$ cat src/rtl/seq_pkg.sv
// rtl/seq_pkg.sv - shared constants, state type and helper functions for the 0,1,3,7,9,11,13,14 sequence
package seq_pkg;

  localparam int SEQ_W   = 4;
  localparam int SEQ_LEN = 8;

  typedef logic [SEQ_W-1:0] code_t;

  // Entry i sits at bits [i*SEQ_W +: SEQ_W]; entry 0 is the first code of the cycle.
  localparam logic [SEQ_LEN*SEQ_W-1:0] SEQ_TBL =
    {4'd14, 4'd13, 4'd11, 4'd9, 4'd7, 4'd3, 4'd1, 4'd0};

  localparam code_t SEQ_FIRST = 4'd0;
  localparam code_t SEQ_LAST  = 4'd14;

  typedef enum logic [1:0] {IDLE, SEARCH, LOCKED} state_t;

  function automatic logic seq_member(input code_t x);
    logic m;
    m = 1'b0;
    for (int i = 0; i < SEQ_LEN; i++)
      if (SEQ_TBL[i*SEQ_W +: SEQ_W] == x) m = 1'b1;
    return m;
  endfunction

  // Non-member codes have no successor; they map to 0.
  function automatic code_t seq_next(input code_t x);
    code_t n;
    n = '0;
    for (int i = 0; i < SEQ_LEN; i++)
      if (SEQ_TBL[i*SEQ_W +: SEQ_W] == x) n = SEQ_TBL[((i + 1) % SEQ_LEN)*SEQ_W +: SEQ_W];
    return n;
  endfunction

endpackage

$ cat src/rtl/seq_next_lut.sv
// rtl/seq_next_lut.sv - combinational successor and membership lookup for one sequence code
import seq_pkg::*;

module seq_next_lut (
  input  logic [SEQ_W-1:0] code,
  output logic [SEQ_W-1:0] next_code,
  output logic             member
);

  always_comb begin
    next_code = seq_next(code);
    member    = seq_member(code);
  end

endmodule

$ cat src/rtl/seq_monitor.sv
// rtl/seq_monitor.sv - locks onto the counter sequence, flags illegal steps, keeps error/wrap stats
// Optional: define SEQ_MON_HOLD_OK_EN to accept q_in==prev as a legal hold while tracking.
import seq_pkg::*;

module seq_monitor #(
  parameter int LOCK_CNT = 3,
  parameter int ERR_W    = 8,
  parameter int WRAP_W   = 8
) (
  input  logic              clk,
  input  logic              rst_n,
  input  logic              en,
  input  logic [SEQ_W-1:0]  q_in,
  input  logic              clr,
  output logic              locked,
  output logic [SEQ_W-1:0]  exp_q,
  output logic              err_pulse,
  output logic [ERR_W-1:0]  err_cnt,
  output logic              wrap_pulse,
  output logic [WRAP_W-1:0] wrap_cnt
);

  state_t     state, state_d;
  code_t      prev;
  logic [2:0] run, run_d;
  code_t      q_next;
  logic       q_member;
  logic       match, hold, err_hit, wrap_hit;

  seq_next_lut u_lut (
    .code      (q_in),
    .next_code (q_next),
    .member    (q_member)
  );

  // Outside IDLE exp_q already holds next(prev), so it doubles as the match reference.
  assign match = (q_in == exp_q);

`ifdef SEQ_MON_HOLD_OK_EN
  assign hold = (q_in == prev);
`else
  assign hold = 1'b0;
`endif

  always_comb begin
    state_d  = state;
    run_d    = run;
    err_hit  = 1'b0;
    wrap_hit = 1'b0;
    if (en) begin
      unique case (state)
        IDLE: begin
          if (q_member) begin
            state_d = SEARCH;
            run_d   = '0;
          end
        end
        SEARCH: begin
          if (!hold) begin
            if (match) begin
              run_d = run + 3'd1;
              if (run_d == 3'(LOCK_CNT)) state_d = LOCKED;
            end else begin
              run_d   = '0;
              state_d = q_member ? SEARCH : IDLE;
            end
          end
        end
        LOCKED: begin
          if (!hold) begin
            if (match) begin
              wrap_hit = (prev == SEQ_LAST) && (q_in == SEQ_FIRST);
            end else begin
              err_hit = 1'b1;
              run_d   = '0;
              state_d = q_member ? SEARCH : IDLE;
            end
          end
        end
        default: state_d = IDLE;
      endcase
    end
  end

  always_ff @(posedge clk or negedge rst_n) begin
    if (!rst_n) begin
      state      <= IDLE;
      prev       <= '0;
      run        <= '0;
      locked     <= 1'b0;
      exp_q      <= '0;
      err_pulse  <= 1'b0;
      wrap_pulse <= 1'b0;
      err_cnt    <= '0;
      wrap_cnt   <= '0;
    end else begin
      err_pulse  <= err_hit;
      wrap_pulse <= wrap_hit;
      if (en) begin
        state  <= state_d;
        run    <= run_d;
        prev   <= q_in;
        locked <= (state_d == LOCKED);
        exp_q  <= (state_d == IDLE) ? '0 : q_next;
      end
      if (clr) begin
        err_cnt  <= '0;
        wrap_cnt <= '0;
      end else begin
        if (err_hit && (err_cnt != {ERR_W{1'b1}})) err_cnt <= err_cnt + 1'b1;
        if (wrap_hit) wrap_cnt <= wrap_cnt + 1'b1;
      end
    end
  end

endmodule
$ cat config.mk
export PLATFORM = sky130hd
export DESIGN_NAME = seq_monitor
export DESIGN_NICKNAME = d
export VERILOG_FILES = /design/src/rtl/seq_pkg.sv /design/src/rtl/seq_next_lut.sv /design/src/rtl/seq_monitor.sv
export SDC_FILE = /design/constraint.sdc
export NUM_CORES = 1
export LEC_CHECK = 0
export CAP_MARGIN = 5
export CELL_PAD_IN_SITES_DETAIL_PLACEMENT = 0
export CELL_PAD_IN_SITES_GLOBAL_PLACEMENT = 1
export CORE_MARGIN = 4
export CORE_UTILIZATION = 43
export CTS_CLUSTER_SIZE = 12
export DETAILED_ROUTE_END_ITERATION = 8
export GPL_ROUTABILITY_DRIVEN = 0
export GPL_TIMING_DRIVEN = 0
export PLACE_DENSITY = 0.94
export SETUP_SLACK_MARGIN = 0.5
export SYNTH_ARGS = -nofsm -noshare
export SYNTH_HDL_FRONTEND = slang
export SYNTH_SLANG_ARGS = --single-unit
$ cat constraint.sdc
create_clock -name clk -period 4.1 [get_ports clk]
set_input_delay 0.82 -clock clk [delete_from_list [all_inputs] [get_ports clk]]
set_output_delay 0.82 -clock clk [all_outputs]
set_load 0.02 [all_outputs]
======== Word level (Yosys, flattened, before mapping) ========
Cells that the tools add are included.
cells by class
  $add $sub $neg .......................... 3
  eq/ne operators ......................... 16
  muxes and demuxes ....................... 38
  reduce and logical (&&, ||, !) cells .... 9
operator list
  operator             count
  $mux 8               4
  $mux 4               6
  $add 8x1->8 const B  2
  $eq 4x4->1 const A   4
  $mux 1               16
  $mux 2               6
  $mux 3               4
  $pmux 3 s3           1
  $ne 8x8->1 const B   1
  $pmux 2 s3           1
  $eq 1x4->1 const A   1
  $eq 2x2->1 const B   2
  $eq 2x4->1 const A   1
  $eq 3x4->1 const A   1
  $eq 4x4->1           1
  $eq 4x4->1 const B   1
  $logic_not 2->1      2
  $logic_not 4->1      1
  $ne 2x2->1 const B   2
  $reduce_and 4->1     1
  $reduce_bool 2->1    2
  $add 3x1->3 const B  1
  $eq 3x2->1 const B   1
  $reduce_bool 3->1    1
  other kinds (2)      3
storage, ports and cells
  register bits after elaboration ......... 32
  input bits .............................. 8
  logic and storage cells ................. 75

======== Longest topological paths before layout ========
  word-level depth ........................ 15
  gate-level depth with buffers ........... 7

======== Hierarchy ========
Synthesis repeated with hierarchy kept, for this count alone.
unflattened totals
  cells, all modules ...................... 201
  area total of the unflattened synthesis .. 1904.3 um2
modules (own cells, without submodules)
  module        times used  cells each  area an instance (um2)  seq. area each (um2)
  seq_monitor   1           188         1808.0                  800.8
  seq_next_lut  1           13          96.3                    0.0

======== Least setup slack after synthesis ========
Ideal clock, no wire load.
  kind .................................... input port to flip-flop
  start ................................... input q_in[2]
  end ..................................... register exp_q[3]
  library setup time ...................... 141 ps
  arrival ................................. 2489 ps
  data required time ...................... 3959 ps
  setup slack ............................. 1470 ps
  cell stages on the path ................. 7
  path through ............................ buf_2 > xor2_1 > or4_1 > buf_6 > maj3_2 > a211oi_2 > o32ai_1
between the ends
  word-level cells in the longest chain between the ends .. 15
  elaborated cells on any way between the ends .. 30
  classes of those cells .................. eq/ne (8); mux (20); reduce/logical (2)
RTL lines
  item                       RTL line                              text
  from (decl)                seq_monitor.sv:13                     input logic [SEQ_W-1:0] q_in,
  $logic_not 4->1            seq_pkg.sv:22                         if (SEQ_TBL[i*SEQ_W +: SEQ_W] == x) m = 1'b1;
  $mux 1 (8 in a row)        seq_pkg.sv:22
  $mux 1                     seq_monitor.sv:65, seq_monitor.sv:76
  $mux 2 (on tied branches)  seq_monitor.sv:71, seq_monitor.sv:60
  $pmux 2 s3                 seq_monitor.sv:51                     unique case (state)
  $mux 2                     seq_monitor.sv:50                     if (en) begin
  $logic_not 2->1            seq_monitor.sv:104                    exp_q <= (state_d == IDLE) ? '0 : q_next;
  $mux 4 (*)                 seq_monitor.sv:104
  to (signal assigned)       seq_monitor.sv:104
  to (decl)                  seq_monitor.sv:16                     output logic [SEQ_W-1:0] exp_q,
Mark *: on every way between the ends. The rest lies on a longest branch, timed or not.
A chain may end at the register's enable or synchronous reset.

======== Worst setup path in the final report ========
  start ................................... input q_in[1]
  end ..................................... register exp_q[3]
The elaborated chain is that of the path after synthesis.

==> metrics.csv <==
stage;metric;value;unit
status;status;complete, no violations;
routing;drt initial violations;81;
worst_setup_path;largest delay contributor family on the critical path;buffers and inverters;
final_layout;fillers;374;
routing;Routed WL;3546;um
pwr;PwrDens;331.1;nW/um2
floorplan;core area;4000;um2
global_route;vias in the first global route;1401;
logic_synthesis;mean post-synth cell area;9.981;um2
worst_hold_path;worst hold path class;reg -> reg;
cts;CTS hold repair buffers;0;
logic_synthesis;Async SR Flop Fraction;100.0;%
pwr;clock share of power;41.5;%
place;dpl hpwl;2518;um
logic_synthesis;Synth top cells by count;32 x dfrtp_1, 21 x nor2_1, 13 x xnor2_1, 11 x nand3_1, 10 x nand2_1;
pwr;Leakage;0.8600;nW
cts;TritonCTS buffer count;5;
final_layout;multi-input logic area;875.8;um2
cts;CTS Sinks;32;
routing;vias;1414;
final_layout;Area Overhead vs Synth;24.08;%
routing;post-route ant nets;0;
routing;DR DRC count;0;
floorplan;Starting Density;44.17;%
sta;Fin Setup TNS;0;ps
final_layout;share of cells above drive strength 1;10.90;%
pwr;combinational fraction of design power;11.9;%
cts;CTS clk-pin slew, worst paths;70;ps
cts;clock tree root buffer cell;clkbuf_8;
logic_synthesis;syn_nets;189;
sta;endpoints failing setup;0;
cts;clock buffer depth;2;
pwr;Switching Share;25.52;%
floorplan;DIE AREA;5198;um2
logic_synthesis;Seq/Total Area, Yosys;45.33;%
worst_setup_path;WP data arrival;3090;ps
global_route;initial antenna violation count;0;
sta;fin. max-slew vios;0;
pwr;P_int;0.5406;mW
sta;final worst path period need;2945;ps
global_route;wire length of the first global-routing pass;6341;um
floorplan;I/O pin total;31;
pwr;Overall Power;0.7258;mW
logic_synthesis;ys flop type;dfrtp_1;
logic_synthesis;Syn. warnings;0;
floorplan;Die Y-Extent;72.10;um
routing;Initial DRT Pass Iterations;4;
logic_synthesis;most common cell in the synthesized netlist;dfrtp_1;
floorplan;Die Wd;72.10;um
run;max_cap viols;0;
cts;# H-tree levels;2;
logic_synthesis;Mapped Area;1767;um2
routing;Via density;5.418;
place;Port Buffers;26;
sta;max_slew headroom;36.73;%
final_layout;sequential standard cell area;800.8;um2
sta;FMAX;339.5;MHz
logic_synthesis;synth top area cells;dfrtp_1 45%, xnor2_1 6.4%, nor2_1 4.5%, nand3_1 3.1%, ha_1 2.8%;
logic_synthesis;Netlist cell types;44;
worst_setup_path;crit end category;flip-flop;
worst_setup_path;WP buf/inv;2;
logic_synthesis;most area-hungry cell type in the Yosys netlist;dfrtp_1;
worst_setup_path;CP max stage delay;540;ps
cts;Post-CTS Setup Bufs;0;
logic_synthesis;post-synth top area share;45.33;%
global_route;largest net degree at the start of global routing;33;
floorplan;Core Rows;23;
sta;Worst Skew;5.001;ps
worst_setup_path;crit path launch type;primary input;
cts;post-CTS resize count;0;
cts;Skew-Pair Late Insertion Delay;290;ps
worst_setup_path;worst-path cell chain;clkdlybuf4s50_1 -> xor2_1 -> or4_1 -> buf_6 -> maj3_2 -> a211oi_2 -> o32ai_1;
logic_synthesis;Synth Register Bits;32;
sta;Hold Vio Cnt, Final;0;
sta;RSZ-0062 raised after global routing;false;
cts;CTS tree;done;
pwr;Flop pwr share;46.6;%
global_route;gr ovfl total;0;
worst_setup_path;Req. time, crit path;4250;ps
logic_synthesis;Syn Inst Count;177;
pwr;VDD IR max;0.2699;mV
sta;worst-margin pin slew;940.4;ps
sta;final period utilization;71.83;%
global_route;gr usage total;15.55;%
routing;Routed WL per cell;13.59;um
final_layout;Nets;222;
pwr;switching pwr;0.1852;mW
logic_synthesis;Post-synth EDFFs;0;
worst_setup_path;critical path's slowest cell;or4_1;
worst_setup_path;crit path max fanout;10;
worst_setup_path;crit path kind;in -> reg;
final_layout;Final Core Density;54.80;%
final_layout;diodes inserted;0;
## path summary, 6_finish.rpt
kind	from	to	slack, ps	cells after the start
worst max-delay path	q_in[1]	exp_q[3]	1150	7
worst max register to register	exp_q[1]	exp_q[3]	1870	6
min in group asynchronous	rst_n	wrap_cnt[4]	580	1
worst min-delay path	locked	locked	500	1
max in group asynchronous	rst_n	prev[2]	3070	1
worst min register to register	locked	locked	500	1
## final cells by class
type,instances,area share [%]
Buffer,10,2.740
Tap cell,50,2.854
Multi-Input combinational cell,127,39.95
Sequential cell,32,36.53
Clock inverter,2,1.598
Clock buffer,6,3.311
Inverter,8,1.370
Timing Repair Buffer,26,11.64
## state kept, by name, summed over array words and instances, names as in the netlist
signal      count
run             3
prev            4
exp_q           4
wrap_pulse      1
wrap_cnt        8
err_cnt         8
locked          1
state           2
err_pulse       1
## per-layer routing
| metal | GRT usage, % | share of wire (%) | wire length, um | up-vias |
|---|---|---|---|---|
| met3 | 4.986 | 4.5 | 161 | 5 |
| met1 | 19.79 | 45 | 1612 | 686 |
| met5 | 0 | 0 | 0 | - |
| li1 | - | - | - | 696 |
| met2 | 25.08 | 49 | 1724 | 27 |
| met4 | 5.010 | 1.3 | 46 | 0 |
## power groups by stage
| stage | Combinational, mW | Sequential, mW | Clock [mW] |
|---|---|---|---|
| 2_1_floorplan | 0.0547 | 0.345 | 0 |
| 3_3_place_gp | 0.0863 | 0.343 | 0 |
| 3_5_place_dp | 0.0872 | 0.343 | 0 |
| 4_1_cts | 0.0877 | 0.337 | 0.308 |
| 5_1_grt | 0.0959 | 0.339 | 0.323 |
| 6_report | 0.0864 | 0.338 | 0.302 |
## cell usage in the layout, fill, tap and decap left out, types with 2 or more instances in the layout
| master | instances |
|---|---|
| clkbuf_1 | 3 |
| inv_1 | 7 |
| nor4_2 | 3 |
| nor3_1 | 7 |
| clkdlybuf4s50_1 | 25 |
| buf_2 | 4 |
| o21ai_0 | 8 |
| a21oi_1 | 3 |
| xnor2_1 | 13 |
| o2bb2ai_1 | 4 |
| xor2_1 | 5 |
| nand2b_1 | 4 |
| buf_6 | 2 |
| nand3_1 | 11 |
| ha_1 | 4 |
| nand4_1 | 2 |
| dfrtp_1 | 32 |
| nor2_1 | 21 |
| mux2i_1 | 4 |
| nand2_1 | 10 |
| mux2_2 | 3 |
| buf_1 | 2 |
| clkbuf_8 | 5 |
| nor4_1 | 5 |
## cell families (layout without fill, tap and decap cells)
family | count (synthesis) | in the layout | share of synthesized area, %
AND/OR/NAND/NOR | 69 | 69 | 20.47
flip-flops | 32 | 32 | 45.33
adder cells (fa/ha/maj) | 5 | 5 | 3.470
XOR/XNOR | 18 | 18 | 8.923
multiplexers | 7 | 7 | 4.178
AO/OA/AOI/OAI | 28 | 28 | 12.54
buffers and inverters | 18 | 52 | 5.099
## metrics by stage
stage / cells / instance area (um2) / hold slack [ps] / setup WS [ps]
6_report: 261 / 2192 / 495.4 / 1155
5_1_grt: 261 / 2192 / 530.1 / 929.5
4_1_cts: 261 / 2192 / 497.8 / 1158
3_5_place_dp: 253 / 2085 / 481.2 / 844.9
3_3_place_gp: 253 / 2090 / 484.6 / 849.1
2_1_floorplan: 177 / 1767 / 479.9 / 1470
(Power assumes the default switching activity.)
